$ cat config.mk
export PLATFORM = sky130hd
export DESIGN_NAME = noc_router
export DESIGN_NICKNAME = d
export VERILOG_FILES = /design/src/rtl/noc_router.sv
export SDC_FILE = /design/constraint.sdc
export NUM_CORES = 1
export LEC_CHECK = 0
export CAP_MARGIN = 20
export CORE_MARGIN = 4
export CORE_UTILIZATION = 45
export CTS_CLUSTER_SIZE = 10
export DETAILED_ROUTE_END_ITERATION = 10
export PLACE_DENSITY = 0.61
export SLEW_MARGIN = 10
export SYNTH_ARGS = -nofsm -noshare
export SYNTH_HDL_FRONTEND = slang
export SYNTH_HIERARCHICAL = 1
export SYNTH_SLANG_ARGS = --single-unit
$ cat constraint.sdc
create_clock -name clk -period 9.2 [get_ports clk]
set_input_delay 0.92 -clock clk [delete_from_list [all_inputs] [get_ports clk]]
set_output_delay 0.92 -clock clk [all_outputs]
set_load 0.03 [all_outputs]
$ cat src/rtl/noc_router.sv
// Small synchronous FIFO used as the per-input buffer of the router.
// Latency: a written entry is visible at the head on the cycle after the write.
// Backpressure: full is pure register state; writes while full are ignored.
module noc_router_fifo #(
    parameter int W     = 32,
    parameter int DEPTH = 4
) (
    input  logic         clk,
    input  logic         rst,
    input  logic         wr_vld,
    input  logic [W-1:0] wr_dat,
    input  logic         rd_en,
    output logic         full,
    output logic         empty,
    output logic [W-1:0] head_dat
);
    localparam int AW = $clog2(DEPTH);

    logic [W-1:0]  mem [DEPTH];
    logic [AW-1:0] wr_ptr;
    logic [AW-1:0] rd_ptr;
    logic [AW:0]   count;
    logic          do_wr;
    logic          do_rd;

    // DEPTH is a power of two, so the count MSB alone marks full.
    assign full     = count[AW];
    assign empty    = (count == '0);
    assign head_dat = mem[rd_ptr];
    assign do_wr    = wr_vld && !full;
    assign do_rd    = rd_en && !empty;

    always_ff @(posedge clk) begin
        if (rst) begin
            wr_ptr <= '0;
            rd_ptr <= '0;
            count  <= '0;
        end else begin
            if (do_wr) wr_ptr <= wr_ptr + 1'b1;
            if (do_rd) rd_ptr <= rd_ptr + 1'b1;
            case ({do_wr, do_rd})
                2'b10:   count <= count + 1'b1;
                2'b01:   count <= count - 1'b1;
                default: count <= count;
            endcase
        end
    end

    always_ff @(posedge clk) begin
        if (do_wr) mem[wr_ptr] <= wr_dat;
    end
endmodule

// 5-port XY mesh router: input FIFOs, per-output round-robin arbiters, one output register each.
// Latency: 2 cycles from input acceptance to vout.
// Backpressure: rin low stalls the output register; rout drops when that input FIFO is full.
module noc_router #(
    parameter int ADDR_X     = 0,
    parameter int ADDR_Y     = 0,
    parameter int COLS       = 4,
    parameter int ROWS       = 4,
    parameter int DATA_WIDTH = 32,
    parameter int ADDR_W     = 4,
    parameter int FIFO_DEPTH = 4,
    parameter int CNT_W      = 16
) (
    input  logic                    clk,
    input  logic                    rst,
    input  logic [5*DATA_WIDTH-1:0] din,
    input  logic [4:0]              vin,
    output logic [4:0]              rout,
    output logic [5*DATA_WIDTH-1:0] dout,
    output logic [4:0]              vout,
    input  logic [4:0]              rin,
    output logic [CNT_W-1:0]        drop_count
);
    localparam int NP = 5;
    localparam logic [2:0] P_LOCAL = 3'd0;
    localparam logic [2:0] P_NORTH = 3'd1;
    localparam logic [2:0] P_EAST  = 3'd2;
    localparam logic [2:0] P_SOUTH = 3'd3;
    localparam logic [2:0] P_WEST  = 3'd4;
    localparam logic [ADDR_W-1:0] MY_X   = ADDR_W'(ADDR_X);
    localparam logic [ADDR_W-1:0] MY_Y   = ADDR_W'(ADDR_Y);
    localparam logic [ADDR_W:0]   COLS_L = (ADDR_W+1)'(COLS);
    localparam logic [ADDR_W:0]   ROWS_L = (ADDR_W+1)'(ROWS);

    logic [DATA_WIDTH-1:0] head [NP];
    logic [2:0]            dir  [NP];
    logic [2:0]            ptr  [NP];
    logic [2:0]            gnt_idx [NP];
    logic [NP-1:0]         gnt_vld;
    logic [NP-1:0]         full;
    logic [NP-1:0]         empty;
    logic [NP-1:0]         oor;
    logic [NP-1:0]         drop;
    logic [NP-1:0]         pop;
    logic [ADDR_W-1:0]     dx;
    logic [ADDR_W-1:0]     dy;
    logic [3:0]            sum;
    logic [2:0]            idx;
    logic                  can_load;
    logic [CNT_W-1:0]      cnt_nxt;

    for (genvar p = 0; p < NP; p++) begin : g_in
        noc_router_fifo #(.W(DATA_WIDTH), .DEPTH(FIFO_DEPTH)) u_fifo (
            .clk      (clk),
            .rst      (rst),
            .wr_vld   (vin[p]),
            .wr_dat   (din[p*DATA_WIDTH +: DATA_WIDTH]),
            .rd_en    (pop[p]),
            .full     (full[p]),
            .empty    (empty[p]),
            .head_dat (head[p])
        );
        assign rout[p] = !full[p];
    end

    // Dimension-ordered routing of each head flit: X first, then Y.
    always_comb begin
        dx   = '0;
        dy   = '0;
        oor  = '0;
        drop = '0;
        for (int p = 0; p < NP; p++) begin
            dx = head[p][DATA_WIDTH-1 -: ADDR_W];
            dy = head[p][DATA_WIDTH-ADDR_W-1 -: ADDR_W];
            oor[p]  = ({1'b0, dx} >= COLS_L) || ({1'b0, dy} >= ROWS_L);
            drop[p] = !empty[p] && oor[p];
            if (dx > MY_X)      dir[p] = P_EAST;
            else if (dx < MY_X) dir[p] = P_WEST;
            else if (dy > MY_Y) dir[p] = P_SOUTH;
            else if (dy < MY_Y) dir[p] = P_NORTH;
            else                dir[p] = P_LOCAL;
        end
    end

    // Each input has one route, so it can win at most one arbiter per cycle.
    always_comb begin
        pop      = drop;
        sum      = '0;
        idx      = '0;
        can_load = 1'b0;
        for (int q = 0; q < NP; q++) begin
            gnt_vld[q] = 1'b0;
            gnt_idx[q] = '0;
            can_load   = !vout[q] || rin[q];
            for (int k = 0; k < NP; k++) begin
                sum = {1'b0, ptr[q]} + 4'(k);
                idx = (sum >= 4'd5) ? 3'(sum - 4'd5) : sum[2:0];
                if (can_load && !gnt_vld[q] && !empty[idx] && !oor[idx] && dir[idx] == 3'(q)) begin
                    gnt_vld[q] = 1'b1;
                    gnt_idx[q] = idx;
                end
            end
            if (gnt_vld[q]) pop[gnt_idx[q]] = 1'b1;
        end
    end

    always_comb begin
        cnt_nxt = drop_count;
        for (int p = 0; p < NP; p++) begin
            if (drop[p] && cnt_nxt != '1) cnt_nxt = cnt_nxt + 1'b1;
        end
    end

    always_ff @(posedge clk) begin
        if (rst) begin
            vout       <= '0;
            dout       <= '0;
            drop_count <= '0;
            for (int q = 0; q < NP; q++) ptr[q] <= '0;
        end else begin
            drop_count <= cnt_nxt;
            for (int q = 0; q < NP; q++) begin
                if (gnt_vld[q]) begin
                    vout[q] <= 1'b1;
                    dout[q*DATA_WIDTH +: DATA_WIDTH] <= head[gnt_idx[q]];
                    ptr[q]  <= (gnt_idx[q] == P_WEST) ? 3'd0 : gnt_idx[q] + 3'd1;
                end else if (rin[q]) begin
                    vout[q] <= 1'b0;
                end
            end
        end
    end
endmodule

==> qor.csv, run 1 <==
metric,value,unit
Reg2Reg Setup Slack,0.50,ns
worst hold path class,flop to flop,
worst r2r src,drop_count[0],
die height,303,um
critical path data arrival time,9.23,ns
post-CTS sizing,0,
Pre-Repair DR Iteration Count,6,
R2R cell count,28,
most frequent cells in the layout,"edfxtp_1, clkdlybuf4s50_1, nor2_1",
DR vias,25800,
sw power,8.34,mW
Initial Util,45.6,%
WL/cell,26.4,um
worst setup path start,drop_count[0],
minimum clock period,8.70,ns
grt met2 use,41.9,%
CP endpoint,drop_count[8],
Final Setup Violations,0,
Clk pwr share,18.7,%
Mapped Avg Cell Area,13.8,um^2
Site Rows,107,
final worst slack,0.500,ns
number of hold buffers added after cts,0,
internal power,10.2,mW
Filler Cell Count,6982,
CTS buffer count,96,
CP max FO,9,
top post-synthesis cells by area,"edfxtp_1, dfxtp_1, mux4_2, mux2i_1, nor2_1",
VDD IR-drop max,0.541,mV
final WL,116000,um
grt met3 use,4.45,%
port bufs,323,
"CTS clk-pin slew, worst paths",0.06,ns
routing usage on met1,32.6,%
Clock Path Buffers,3,
total track usage,25.0,%
"most common cell after layout, fill and taps aside",edfxtp_1,
WP data required,9.73,ns
Worst Max-Slew Pin Slew,1.03,ns
die width,303,um
"Primary FF master, synth",edfxtp_1,
CP max-delay cell,or4_1,
Worst-Skew Late Latency,0.67,ns
routability cong.,0.884,
Critical Setup Path Class,flop to flop,
CTS H-Tree Depth,3,
antenna-violating nets left,0,
Crit path top cell by count,ha_1,
Reg power frac,27.3,%
Clock Tree Root,clkbuf_16,
status,completed,
reg2reg end,drop_count[8],
drt via density,5.89,
layout cells sized above 1,13.0,%
Yosys top cell by area,edfxtp_1,
Final Net Count,3404,
iteration-0 DRC count of the detailed router,2279,
Total Power,18.5,mW
dpl hpwl,82500,um
global-route wire length before repair,170000,um
clock sink count,842,
drc violations,0,
Synth Warn #,6,
Logic pwr share,54.0,%
Max Cap Viol,0,
Pwr Density,400,nW/um^2
CTS tree,done,
Worst Setup Start Kind,flop,
Cells after Synth,2822,
P&R area growth vs syn,18.3,%
largest net degree at the start of global routing,112,
"Async S/R FF share, synth",0,%
initial antenna violation count,8,
Congestion Overflow GR,0,
Max Fclk,0.115,GHz
Slew HR,30.6,%
Sw Ratio,45.1,%
Setup crit end kind,flop,
#FFs+latches synth,842,
# IOs,358,
post-synth top area share,49.9,%
Synth cell types,99,
WHS Path Cells,1,
Max stage delay on crit path,0.79,ns
Setup Skew,0.0364,ns
"Slew Viols, Final",0,
"Period Utilization, post-route",94.6,%
CORE AREA,85700,um^2
Post-DP Area,43300,um^2
die area,91600,um^2
Synth Cell Area,39100,um^2
gr busiest metal,met2,
"Seq/Total Area, Yosys",59.8,%
static leakage,15.9,nW
"EDFF count, synth",649,
worst hold slack,0.464,ns
final instance area,46200,um^2
vias in the first global route,25800,
endpoints failing hold,0,
pre-CTS WS,0.438,ns
==> repair_timing <==
action / in CTS / in global routing
setup endpoints to repair: 0 / 1
endpoints found under the hold margin: 0 / 0
setup buffers: 0 / 2
==> cells in the mapped netlist (15+ instances only) <==
| cell type | count |
|---|---|
| buf_1 | 16 |
| a21oi_1 | 121 |
| a22oi_1 | 29 |
| and2_1 | 56 |
| a221oi_1 | 32 |
| xnor2_1 | 55 |
| buf_4 | 36 |
| o22ai_1 | 35 |
| edfxtp_1 | 649 |
| nor2_1 | 252 |
| clkbuf_1 | 88 |
| buf_12 | 15 |
| dfxtp_1 | 193 |
| mux2i_1 | 122 |
| nor2b_1 | 49 |
| a311oi_1 | 31 |
| nand3_1 | 43 |
| xor2_1 | 39 |
| a22o_1 | 26 |
| nor3_1 | 60 |
| ha_1 | 60 |
| nand2_1 | 143 |
| buf_2 | 24 |
| or3_1 | 16 |
| nor4_1 | 22 |
| nand2b_1 | 15 |
| inv_1 | 93 |
| o21ai_0 | 50 |
| o221ai_1 | 29 |
| mux4_2 | 160 |
==> how the worst min path moves through the flow <==
stage               end  slack [ns]                      from
4_1_cts        dout[46]        0.47                  dout[46]
3_3_place_gp   dout[94]        0.44                  dout[94]
5_1_grt        dout[37]        0.47                  dout[37]
6_report       dout[46]        0.46                  dout[46]
2_1_floorplan      flop        0.46  g_in[0].u_fifo/rd_ptr[1]
3_5_place_dp   dout[56]        0.45                  dout[56]
==> state kept, by name, indices dropped and copies added (netlist names), named ones only <==
| register | count |
|---|---|
| g_in.u_fifo/wr_ptr | 10 |
| drop_count | 16 |
| g_in.u_fifo/rd_ptr | 10 |
| g_in.u_fifo/mem | 640 |
| dout | 128 |
| ptr | 9 |
| vout | 4 |
| g_in.u_fifo/count | 15 |
==> kinds of logic after synthesis <==
| family | after synthesis | share of synthesized area [%] |
|---|---|---|
| flops | 842 | 59.8 |
| simple gates | 764 | 10.1 |
| compound gates | 470 | 8.46 |
| mux | 303 | 13.3 |
| buf+inv | 279 | 3.85 |
| xor+xnor | 95 | 2.15 |
| fa+ha+maj | 68 | 2.33 |
| other cells | 1 | 0.00960 |
==> power by group through the flow <==
stage	clock, mW	sequential [mW]	combinational [mW]
floorplan	0	5.13	6.54
global placement	0	5.10	9.62
detailed placement	0	5.13	9.78
CTS	3.55	5.06	9.83
global route	3.72	5.10	10.7
finish	3.47	5.05	9.99
==> layout make-up <==
cell class	instances	area (um^2)	share of cell area (%)
Timing Repair Buffer	398	3800	8.23
Clock inverter	13	216	0.468
Clock buffer	153	2640	5.70
Inverter	93	349	0.755
Sequential cell	842	23400	50.5
Tap cell	1144	1430	3.10
Antenna cell	4	10.0	0.0217
Multi-Input combinational cell	1733	14400	31.2
==> critical path: cells and delay by family (launching register included) <==
| kind | cells | cell delay, ns |
|---|---|---|
| AOI/OAI and AO/OA | 6 | 1.47 |
| DFF | 1 | 0.34 |
| muxes | 1 | 0.34 |
| buffers and inverters | 2 | 0.29 |
| and+or+nand+nor | 12 | 4.03 |
| adders and majority gates | 4 | 1.39 |
| xor gates and xnor gates | 3 | 0.71 |
==> stage by stage <==
stage	std cells	TNS [ns]	util [%]
floorplan	2854	0	-
global placement	4207	0	50.6
detailed placement	4207	0	50.6
CTS	4373	0	53.9
global route	4376	-0.00605	53.9
finish	4380	0	53.9
==> routing by layer <==
layer	share of wire (%)	wire, um
met1	40	46100
met2	50	57200
met3	6.7	7710
met4	3.9	4470
met5	0.070	81
(Power assumes the default switching activity.)
==> run 2: changes to the inputs <==
--- a/config.mk
+++ b/config.mk
@@ -5,9 +5,11 @@
 export SDC_FILE = /design/constraint.sdc
 export NUM_CORES = 1
 export LEC_CHECK = 0
+export ABC_AREA = 1
 export CAP_MARGIN = 20
 export CORE_MARGIN = 4
 export CORE_UTILIZATION = 45
+export CTS_BUF_LIST = sky130_fd_sc_hd__clkbuf_4 sky130_fd_sc_hd__clkbuf_8
 export CTS_CLUSTER_SIZE = 10
 export DETAILED_ROUTE_END_ITERATION = 10
 export PLACE_DENSITY = 0.61
==> run 2 against run 1 <==
Compared with the run above:
- utilization decreased by 0.72 points
- first-iteration DRC count is 52% higher
- critical path type unchanged
- non-clock buffer count down 21
- critical path depth rose by 13
- routed wire length up 8.4%
- sequential cell count stayed put
- via count rose by 25%
- design area up 2.2%
- synthesized area rose by 3.4%
==> qor.csv, run 2 <==
metric,value,unit,change
endpoints failing hold,0,,unchanged
Final TNS setup,0,ns,unchanged
most flop-heavy register,g_in.u_fifo/mem,,
die height,308,um,+1.7%
drt via density,5.51,,-6.4%
Post-CTS Setup Inserts,0,,unchanged
pre-CTS WS,1.43,ns,+0.992 ns
CP max FO,64,,+55
largest net degree at the start of global routing,65,,-42%
drc violations,0,,unchanged
Critical Setup Path Class,flop to flop,,
CTS tree,done,,
iteration-0 DRC count of the detailed router,3461,,+52%
status,completed,,
Site Rows,109,,+1.9%
Largest register FFs,640,,unchanged
WP data required,9.83,ns,+0.10 ns
Post-DP Area,44300,um^2,+2.1%
Synth cell types,55,,-44%
"CTS clk-pin slew, worst paths",0.06,ns,about the same
clock sink count,842,,unchanged
die width,308,um,+1.7%
Slew HR,25.4,%,-5.2 points
RSZ-0062 raised after global routing,false,,
WL/cell,21.5,um,-18%
#FFs+latches synth,842,,unchanged
CORE AREA,88800,um^2,+3.6%
"top cells by count, synth","edfxtp_1, nor2_1, nand2_1",,
number of hold buffers added after cts,0,,unchanged
"Period Utilization, post-route",84.4,%,-10 points
Max Cap Viol,0,,unchanged
Synth Warn #,6,,unchanged
post-synth top area share,48.2,%,-1.7 points
P&R area growth vs syn,17.0,%,
worst hold path class,flop to flop,,
Final Net Count,4783,,+41%
Cells after Synth,4210,,+49%
global-route wire length before repair,182000,um,+7.0%
most frequent cells in the layout,"edfxtp_1, nor2_1, nand2_1",,
Clock Path Buffers,3,,unchanged
port bufs,323,,unchanged
minimum clock period,7.77,ns,-0.932 ns
top post-synthesis cells by area,"edfxtp_1, dfxtp_1, o21ai_0, nor2_1, nand2_1",,
CP max-delay cell,nor2_1,,
critical path data arrival time,8.40,ns,-0.83 ns
Yosys top cell by area,edfxtp_1,,
# IOs,358,,unchanged
dpl hpwl,86600,um,+5.0%
top flop regs,"g_in.u_fifo/mem: 640 flops, dout: 128 flops, drop_count: 16 flops",,
vias in the first global route,28800,,+12%
final worst slack,1.43,ns,+0.932 ns
Pre-Repair DR Iteration Count,6,,unchanged
Setup crit end kind,flop,,
post-CTS sizing,0,,unchanged
Max Fclk,0.129,GHz,+12%
layout cells sized above 1,9.90,%,-3.1 points
"Async S/R FF share, synth",0,%,unchanged
die area,94600,um^2,+3.3%
Synth Cell Area,40400,um^2,+3.4%
"most common cell after layout, fill and taps aside",edfxtp_1,,
Worst Setup Start Kind,flop,,
initial antenna violation count,10,,+2
final instance area,47300,um^2,+2.2%
total track usage,25.7,%,+0.68 points
CTS buffer count,143,,+49%
Worst-Skew Late Latency,0.82,ns,+0.15 ns
Final Setup Violations,0,,unchanged
CTS H-Tree Depth,4,,+1
Crit path top cell by count,nand2_1,,
DR vias,32100,,+25%
Worst Max-Slew Pin Slew,1.12,ns,+0.0854 ns
"Seq/Total Area, Yosys",57.8,%,-2.0 points
antenna-violating nets left,0,,unchanged
Max stage delay on crit path,0.70,ns,-0.09 ns
routability cong.,0.944,,+6.7%
"EDFF count, synth",649,,unchanged
Congestion Overflow GR,0,,unchanged
Mapped Avg Cell Area,9.60,um^2,-31%
"Slew Viols, Final",0,,unchanged
Clock Tree Root,clkbuf_8,,
"count leader, synth",edfxtp_1,,
Initial Util,45.5,%,-0.083 points
final WL,125000,um,+8.4%
"Primary FF master, synth",edfxtp_1,,
Setup Skew,0.0551,ns,+0.0187 ns
[run 2: per-stage QoR]
step / cells / utilization, % / hold slack, ns
detailed placement: 5562 / 49.8 / 0.411
global placement: 5562 / 49.8 / 0.410
global route: 5824 / 53.2 / 0.433
floorplan: 4242 / - / 0.459
finish: 5826 / 53.2 / 0.419
CTS: 5822 / 53.2 / 0.421
[run 2: kinds of logic (layout without fill, tap and decap cells)]
group	count (synthesis)	in the layout	share of synthesized area (%)
buffers and inverters	708	1124	8.20
adders and majority gates	68	68	2.25
xor gates and xnor gates	38	38	0.824
DFF	842	842	57.8
AOI/OAI and AO/OA	1117	1117	15.7
and+or+nand+nor	1436	1436	15.2
other	1	36	0.00928
[run 2: critical path: cells and delay by family (launching register included)]
| family | cells | cell delay (ns) |
|---|---|---|
| buf+inv | 5 | 0.68 |
| simple gates | 26 | 4.10 |
| compound gates | 6 | 1.16 |
| flops | 1 | 0.57 |
| fa+ha+maj | 4 | 1.01 |
[run 2: area by class of cell]
type / instances / area [um^2]
multi-input cells: 2692 / 13900
diodes: 3 / 7.51
fillers: 7970 / 41500
repair buffers: 377 / 3650
clock inverters: 52 / 452
well taps: 1165 / 1460
flip-flops and latches: 842 / 23400
clock buffers: 208 / 2520
inverters: 487 / 1870
[run 2: per-layer routing]
metal / vias to the layer above / track usage, % / share of wire (%)
li1: 15200 / - / -
met1: 15200 / 34.5 / 41
met2: 1402 / 38.9 / 44
met3: 253 / 7.17 / 10
met4: 6 / 11.7 / 4.7
met5: - / 0 / 0.035
[run 2: final timing paths]
kind | slack [ns] | startpoint | cells past startpoint | end
worst max-delay path | 1.43 | flop | 41 | drop_count[7]
worst min-delay path | 0.42 | dout[44] | 2 | dout[44]
worst max register to register | 1.43 | flop | 41 | drop_count[7]
worst min register to register | 0.42 | dout[44] | 2 | dout[44]
Power of run 2 is not shown: default switching activity piles up to over one toggle a cycle in this logic, so the estimate is an artifact.
